`src/rtl/com_pkg.sv`:
```
// Shared widths and FSM state encoding for the console RAM-to-stream path.
package com_pkg;
  localparam int COM_ADDR_W = 12;
  localparam int COM_DATA_W = 8;

  typedef enum logic [1:0] {
    ST_IDLE = 2'd0,
    ST_READ = 2'd1,
    ST_DONE = 2'd2
  } rd_state_e;
endpackage

```
`src/rtl/com_skid2.sv`:
```
// Two-entry valid/ready skid buffer; output driven straight from storage, one-cycle fill latency.
// in_rdy drops only when both entries are full; the head entry holds steady while out_rdy is low.
module com_skid2 #(
  parameter int W = 9
) (
  input  logic         clk,
  input  logic         rst_n,
  input  logic         in_vld,
  output logic         in_rdy,
  input  logic [W-1:0] in_dat,
  output logic         out_vld,
  input  logic         out_rdy,
  output logic [W-1:0] out_dat
);
  logic [W-1:0] mem_q [2];
  logic [W-1:0] mem_d [2];
  logic         wr_ptr_q, wr_ptr_d;
  logic         rd_ptr_q, rd_ptr_d;
  logic [1:0]   cnt_q, cnt_d;
  logic         push, pop;

  assign in_rdy  = (cnt_q != 2'd2);
  assign out_vld = (cnt_q != 2'd0);
  assign out_dat = mem_q[rd_ptr_q];
  assign push    = in_vld && in_rdy;
  assign pop     = out_vld && out_rdy;

  always_comb begin
    mem_d    = mem_q;
    wr_ptr_d = wr_ptr_q;
    rd_ptr_d = rd_ptr_q;
    if (push) begin
      mem_d[wr_ptr_q] = in_dat;
      wr_ptr_d        = !wr_ptr_q;
    end
    if (pop) begin
      rd_ptr_d = !rd_ptr_q;
    end
    cnt_d = cnt_q + {1'b0, push} - {1'b0, pop};
  end

  always_ff @(posedge clk) begin
    if (!rst_n) begin
      mem_q[0] <= '0;
      mem_q[1] <= '0;
      wr_ptr_q <= 1'b0;
      rd_ptr_q <= 1'b0;
      cnt_q    <= 2'd0;
    end else begin
      mem_q    <= mem_d;
      wr_ptr_q <= wr_ptr_d;
      rd_ptr_q <= rd_ptr_d;
      cnt_q    <= cnt_d;
    end
  end
endmodule

```
`src/rtl/com_ram_read.sv`:
```
// Streams dlen bytes from RAM port B to a valid/ready transmitter; first byte 2 cycles after READ, stalls hold output.
// COM_RAM_READ_CHECKSUM_EN appends an XOR-of-data byte carrying tx_last.
module com_ram_read
  import com_pkg::*;
#(
  parameter int ADDR_W = COM_ADDR_W,
  parameter int DATA_W = COM_DATA_W
) (
  input  logic              clk,
  input  logic              rst_n,
  input  logic              fs,
  output logic              fd,
  input  logic [ADDR_W-1:0] ram_addr_init,
  input  logic [ADDR_W-1:0] dlen,
  output logic [ADDR_W-1:0] ram_rxa,
  input  logic [DATA_W-1:0] ram_rxd,
  output logic [DATA_W-1:0] tx_data,
  output logic              tx_valid,
  input  logic              tx_ready,
  output logic              tx_last
);
  localparam logic [ADDR_W-1:0] ONE = ADDR_W'(1);

  rd_state_e         state_q, state_d;
  logic              fd_q, fd_d;
  logic [ADDR_W-1:0] ram_rxa_q, ram_rxa_d;
  logic [ADDR_W-1:0] rem_q, rem_d;
  logic              pend_q, pend_d;
  logic              issue, pop;
  logic              skid_in_vld, skid_in_rdy, skid_out_vld;
  logic [DATA_W:0]   skid_in_dat, skid_out_w;
`ifdef COM_RAM_READ_CHECKSUM_EN
  logic [DATA_W-1:0] csum_q, csum_d;
  logic              csum_sent_q, csum_sent_d;
  logic              csum_vld;
`else
  logic              pend_last_q, pend_last_d;
`endif

  assign pop = skid_out_vld && tx_ready;

`ifdef COM_RAM_READ_CHECKSUM_EN
  assign csum_vld    = (state_q == ST_READ) && !pend_q && (rem_q == '0) && !csum_sent_q;
  assign skid_in_vld = pend_q || csum_vld;
  assign skid_in_dat = pend_q ? {1'b0, ram_rxd} : {1'b1, csum_q};
`else
  assign skid_in_vld = pend_q;
  assign skid_in_dat = {pend_last_q, ram_rxd};
`endif

  always_comb begin
    state_d   = state_q;
    fd_d      = fd_q;
    ram_rxa_d = ram_rxa_q;
    rem_d     = rem_q;
    issue     = 1'b0;
`ifdef COM_RAM_READ_CHECKSUM_EN
    csum_d      = csum_q;
    csum_sent_d = csum_sent_q;
`endif
    // Issue only if the skid is sure to have room when this read's data lands next cycle.
    if (state_q == ST_READ && rem_q != '0) begin
      if (pend_q) issue = !skid_out_vld || (skid_in_rdy && pop);
      else        issue = skid_in_rdy || pop;
    end
    pend_d = issue;
`ifndef COM_RAM_READ_CHECKSUM_EN
    pend_last_d = issue && (rem_q == ONE);
`endif
    case (state_q)
      ST_IDLE: begin
        if (fs) begin
          state_d   = ST_READ;
          ram_rxa_d = ram_addr_init;
          rem_d     = dlen;
`ifdef COM_RAM_READ_CHECKSUM_EN
          csum_d      = '0;
          csum_sent_d = 1'b0;
`endif
        end
      end
      ST_READ: begin
        if (issue) begin
          ram_rxa_d = ram_rxa_q + ONE;
          rem_d     = rem_q - ONE;
        end
`ifdef COM_RAM_READ_CHECKSUM_EN
        if (pend_q) csum_d = csum_q ^ ram_rxd;
        if (csum_vld && skid_in_rdy) csum_sent_d = 1'b1;
        if (pop && skid_out_w[DATA_W]) begin
          state_d = ST_DONE;
          fd_d    = 1'b1;
        end
`else
        // Second term only fires for an empty packet: nothing left to read, in flight or queued.
        if ((pop && skid_out_w[DATA_W]) || (rem_q == '0 && !pend_q && !skid_out_vld)) begin
          state_d = ST_DONE;
          fd_d    = 1'b1;
        end
`endif
      end
      ST_DONE: begin
        if (!fs) begin
          state_d = ST_IDLE;
          fd_d    = 1'b0;
        end
      end
      default: begin
        state_d = ST_IDLE;
        fd_d    = 1'b0;
      end
    endcase
  end

  always_ff @(posedge clk) begin
    if (!rst_n) begin
      state_q   <= ST_IDLE;
      fd_q      <= 1'b0;
      ram_rxa_q <= '0;
      rem_q     <= '0;
      pend_q    <= 1'b0;
`ifdef COM_RAM_READ_CHECKSUM_EN
      csum_q      <= '0;
      csum_sent_q <= 1'b0;
`else
      pend_last_q <= 1'b0;
`endif
    end else begin
      state_q   <= state_d;
      fd_q      <= fd_d;
      ram_rxa_q <= ram_rxa_d;
      rem_q     <= rem_d;
      pend_q    <= pend_d;
`ifdef COM_RAM_READ_CHECKSUM_EN
      csum_q      <= csum_d;
      csum_sent_q <= csum_sent_d;
`else
      pend_last_q <= pend_last_d;
`endif
    end
  end

  com_skid2 #(.W(DATA_W + 1)) u_skid (
    .clk     (clk),
    .rst_n   (rst_n),
    .in_vld  (skid_in_vld),
    .in_rdy  (skid_in_rdy),
    .in_dat  (skid_in_dat),
    .out_vld (skid_out_vld),
    .out_rdy (tx_ready),
    .out_dat (skid_out_w)
  );

  assign fd       = fd_q;
  assign ram_rxa  = ram_rxa_q;
  assign tx_valid = skid_out_vld;
  assign tx_data  = skid_out_w[DATA_W-1:0];
  assign tx_last  = skid_out_w[DATA_W];
endmodule

```
`config.mk`:
```
export PLATFORM = sky130hd
export DESIGN_NAME = com_ram_read
export DESIGN_NICKNAME = d
export VERILOG_FILES = /design/src/rtl/com_pkg.sv /design/src/rtl/com_skid2.sv /design/src/rtl/com_ram_read.sv
export SDC_FILE = /design/constraint.sdc
export NUM_CORES = 1
export LEC_CHECK = 0
export CORE_ASPECT_RATIO = 1.1
export CORE_MARGIN = 5
export CORE_UTILIZATION = 51
export DETAILED_ROUTE_END_ITERATION = 10
export GPL_TIMING_DRIVEN = 0
export PLACE_DENSITY = 0.88
export SETUP_SLACK_MARGIN = 0.02
export SYNTH_ARGS = -nofsm -noshare
export SYNTH_HDL_FRONTEND = slang
export SYNTH_HIERARCHICAL = 1
export SYNTH_SLANG_ARGS = --single-unit
```
`constraint.sdc`:
```
create_clock -name clk -period 2.3 [get_ports clk]
set_input_delay 0.46 -clock clk [delete_from_list [all_inputs] [get_ports clk]]
set_output_delay 0.46 -clock clk [all_outputs]
set_load 0.02 [all_outputs]
```
==> impl_metrics.env, run 1 <==
export IMPL_hold_violations=0
export IMPL_fillers=464
export IMPL_drive_gt1_share_pct=8.642
export IMPL_syn_area_mm2=0.002775
export IMPL_syn_area_per_cell_um2=8.186
export IMPL_layout_common_cells="nand2_1 (65), clkdlybuf4s50_1 (58), dfxtp_1 (51)"
export IMPL_cp_data_required_time_ns=1.84
export IMPL_peakVddDrop_v=0.0004208
export IMPL_critPathLaunch="u_skid/rd_ptr_q"
export IMPL_grt_overflow=0
export IMPL_yosysUniqueCellTypes=50
export IMPL_grt_total_usage_pct=22.51
export IMPL_cts_buffer_depth=2
export IMPL_chipWidth_um=80.34
export IMPL_slew_headroom_pct=54.14
export IMPL_worstReg2RegStart="u_skid/cnt_q[1]"
export IMPL_powerDensity_mw_per_mm2=841.9
export IMPL_status="finished clean"
export IMPL_hold_buffers=0
export IMPL_num_rows=28
export IMPL_cts_tree="yes"
export IMPL_grt_pass1_vias=2799
export IMPL_synth_flop_cell="dfxtp_1"
export IMPL_clock_root_buffer="clkbuf_8"
export IMPL_tightestPinTransition_ns=0.6817
export IMPL_synthTopCellsByArea="dfxtp_1 (37%), nand2_1 (8.8%), mux2i_1 (6.9%)"
export IMPL_final_min_clock_period_ns=2.205
export IMPL_mostFrequentLayoutCell="nand2_1"
export IMPL_synth_seq_cells=51
export IMPL_synth_nets=381
export IMPL_placed_cell_area_mm2=0.003450
export IMPL_max_freq_mhz=453.5
export IMPL_stdcell_count=480
export IMPL_dieArea_mm2=0.007018
export IMPL_hold_start="fd"
export IMPL_wl_per_cell_um=16.05
export IMPL_path_clk_slew_ns=0.11
export IMPL_areaGrowthSynthToFinish_pct=27.86
export IMPL_antenna_found_initial=0
export IMPL_slew_viol_final=0
export IMPL_syn_instance_count=339
export IMPL_io_pins=59
export IMPL_dp_hpwl_mm=5.652
export IMPL_grt_pass1_wl_mm=12.65
export IMPL_post_route_cell_area_mm2=0.003548
export IMPL_io_buffers=58
export IMPL_drtAntennaViolNets=0
export IMPL_hold_ws_ns=0.4635
export IMPL_drt_wl_total_mm=7.704
export IMPL_synth_edf_count=0
export IMPL_dieHeight_um=87.37
export IMPL_clkLatencyLatePin_ns=0.32
export IMPL_grt_start_max_net_pins=17
export IMPL_rsz0062_at_grt="true"
export IMPL_via_per_inst=5.804
export IMPL_async_reset_ff_share_pct=0
export IMPL_crit_path_start_kind="flip-flop"
export IMPL_cts_htree_levels=2
export IMPL_diodes=0
export IMPL_clock_sinks=51
export IMPL_fin_nets=446
export IMPL_power_leakage_nw=1.332
export IMPL_fin_worst_skew_ns=0.01655
export IMPL_vias=2786
export IMPL_setup_violations=0
export IMPL_synth_top_area_share_pct=36.79
export IMPL_initial_core_util_pct=52.11
export IMPL_yosys_area_top_type="dfxtp_1"
export IMPL_cp_arrival_ns=1.75
export IMPL_end_kind="primary output"
export IMPL_cts_setup_buffers=0
export IMPL_yosysWarnings=6
export IMPL_remaining_drc_errors=0
export IMPL_path_max_fanout=10
export IMPL_worstSetupPathType="flip-flop to primary output"
export IMPL_place_gp_congestion=0.8850
export IMPL_yosysSeqAreaShare_pct=36.79
export IMPL_timing_max_cap_violations=0
export IMPL_hold_path_class="flip-flop to flip-flop"
export IMPL_min_period_over_period_pct=95.88
export IMPL_drt_initial_drc_count=147
export IMPL_drt_first_pass_iters=5
export IMPL_cts_buffers=5
export IMPL_core_area_mm2=0.005325
export IMPL_dp_cells=472
## per-layer routing
| metal | global-route usage (%) | vias up | wire (µm) |
|---|---|---|---|
| li1 | - | 1343 | - |
| met1 | 25.89 | 1302 | 3181 |
| met2 | 39.91 | 123 | 3775 |
| met3 | 4.141 | 18 | 542 |
| met4 | 10.60 | 0 | 205 |
| met5 | 0 | - | 0 |
## final timing paths
kind,endpoint,depth (start not counted),slack [ns]
worst min-delay path,fd,2,0.46
worst max register to register,rem_q[1],7,0.11
worst min register to register,fd,2,0.46
worst max-delay path,tx_last,3,0.09
## Yosys cell counts, drive strengths merged (5+ instances only)
cell	instances
mux2i	19
mux2	9
o31ai	6
buf	11
nor3	9
clkbuf	10
ha	6
nand2	65
nor2b	5
o21ai	11
nor2	19
o21a	5
inv	6
nand2b	13
dfxtp	51
nor4	5
a21oi	32
o32ai	8
nand3	6
## logic make-up (layout without fill, tap and decap cells)
| kind of cell | Yosys count | count (layout) | synth area share, % |
|---|---|---|---|
| xor gates and xnor gates | 4 | 4 | 1.263 |
| buffers and inverters | 27 | 93 | 4.508 |
| DFF | 51 | 51 | 36.79 |
| adders and majority gates | 6 | 6 | 2.705 |
| AOI/OAI and AO/OA | 82 | 82 | 19.52 |
| muxes | 28 | 28 | 10.50 |
| and+or+nand+nor | 141 | 141 | 24.71 |
## final cells by class
| cell class | count | area [µm²] | share of cell area [%] |
|---|---|---|---|
| flip-flops and latches | 51 | 1021 | 28.77 |
| clock buffers | 6 | 72.57 | 2.045 |
| clock inverters | 2 | 16.27 | 0.4584 |
| well taps | 75 | 93.84 | 2.645 |
| repair buffers | 58 | 580.6 | 16.36 |
| plain buffers | 21 | 112.6 | 3.173 |
| inverters | 6 | 22.52 | 0.6347 |
| multi-input cells | 261 | 1629 | 45.91 |
## sequential cells by signal (all words and copies together), names as in the netlist, 2 cells and up
register,flops
state_q,2
u_skid/cnt_q,2
ram_rxa,12
rem_q,12
u_skid/mem_q,18
## critical path, cell delays in order (launching register included)
cell,delay (ns)
dfxtp_1,0.32
buf_4,0.19
mux2_2,0.37
clkdlybuf4s50_1,0.55
## through the flow
stage / setup TNS [ns] / utilization, % / power [mW] / setup WS, ns
3_5_place_dp: -0.4036 / 64.78 / 2.430 / -0.09324
6_report: 0 / 66.64 / 2.987 / 0.09483
4_1_cts: 0 / 66.49 / 2.960 / 0.08131
3_3_place_gp: -0.1419 / 64.78 / 2.379 / -0.04004
5_1_grt: 0 / 66.64 / 3.154 / 0.02204
2_1_floorplan: 0 / - / 2.005 / 0.3441
## where the power goes
part	total (mW)	switching, mW	internal (mW)	leakage, nW
registers	1.16	0.149	1.01	0.416
logic	1.28	0.718	0.566	0.874
clock network	0.540	0.320	0.219	0.0418
total	2.99	1.19	1.80	1.33
## timing repair
action	in CTS	in global routing
gates resized for setup	1	3
setup endpoints to repair	1	9
pin swaps	0	1
Note: power is estimated with default switching activity, not from simulation.
==> run 2, diff against run 1 <==
--- a/config.mk
+++ b/config.mk
@@ -12,6 +12,8 @@
 export GPL_TIMING_DRIVEN = 0
 export PLACE_DENSITY = 0.88
 export SETUP_SLACK_MARGIN = 0.02
+export SKIP_LAST_GASP = 1
+export SLEW_MARGIN = 20
 export SYNTH_ARGS = -nofsm -noshare
 export SYNTH_HDL_FRONTEND = slang
 export SYNTH_HIERARCHICAL = 1
==> results of run 2 <==
Final layout, timing and power as in run 1 (identical DEF).
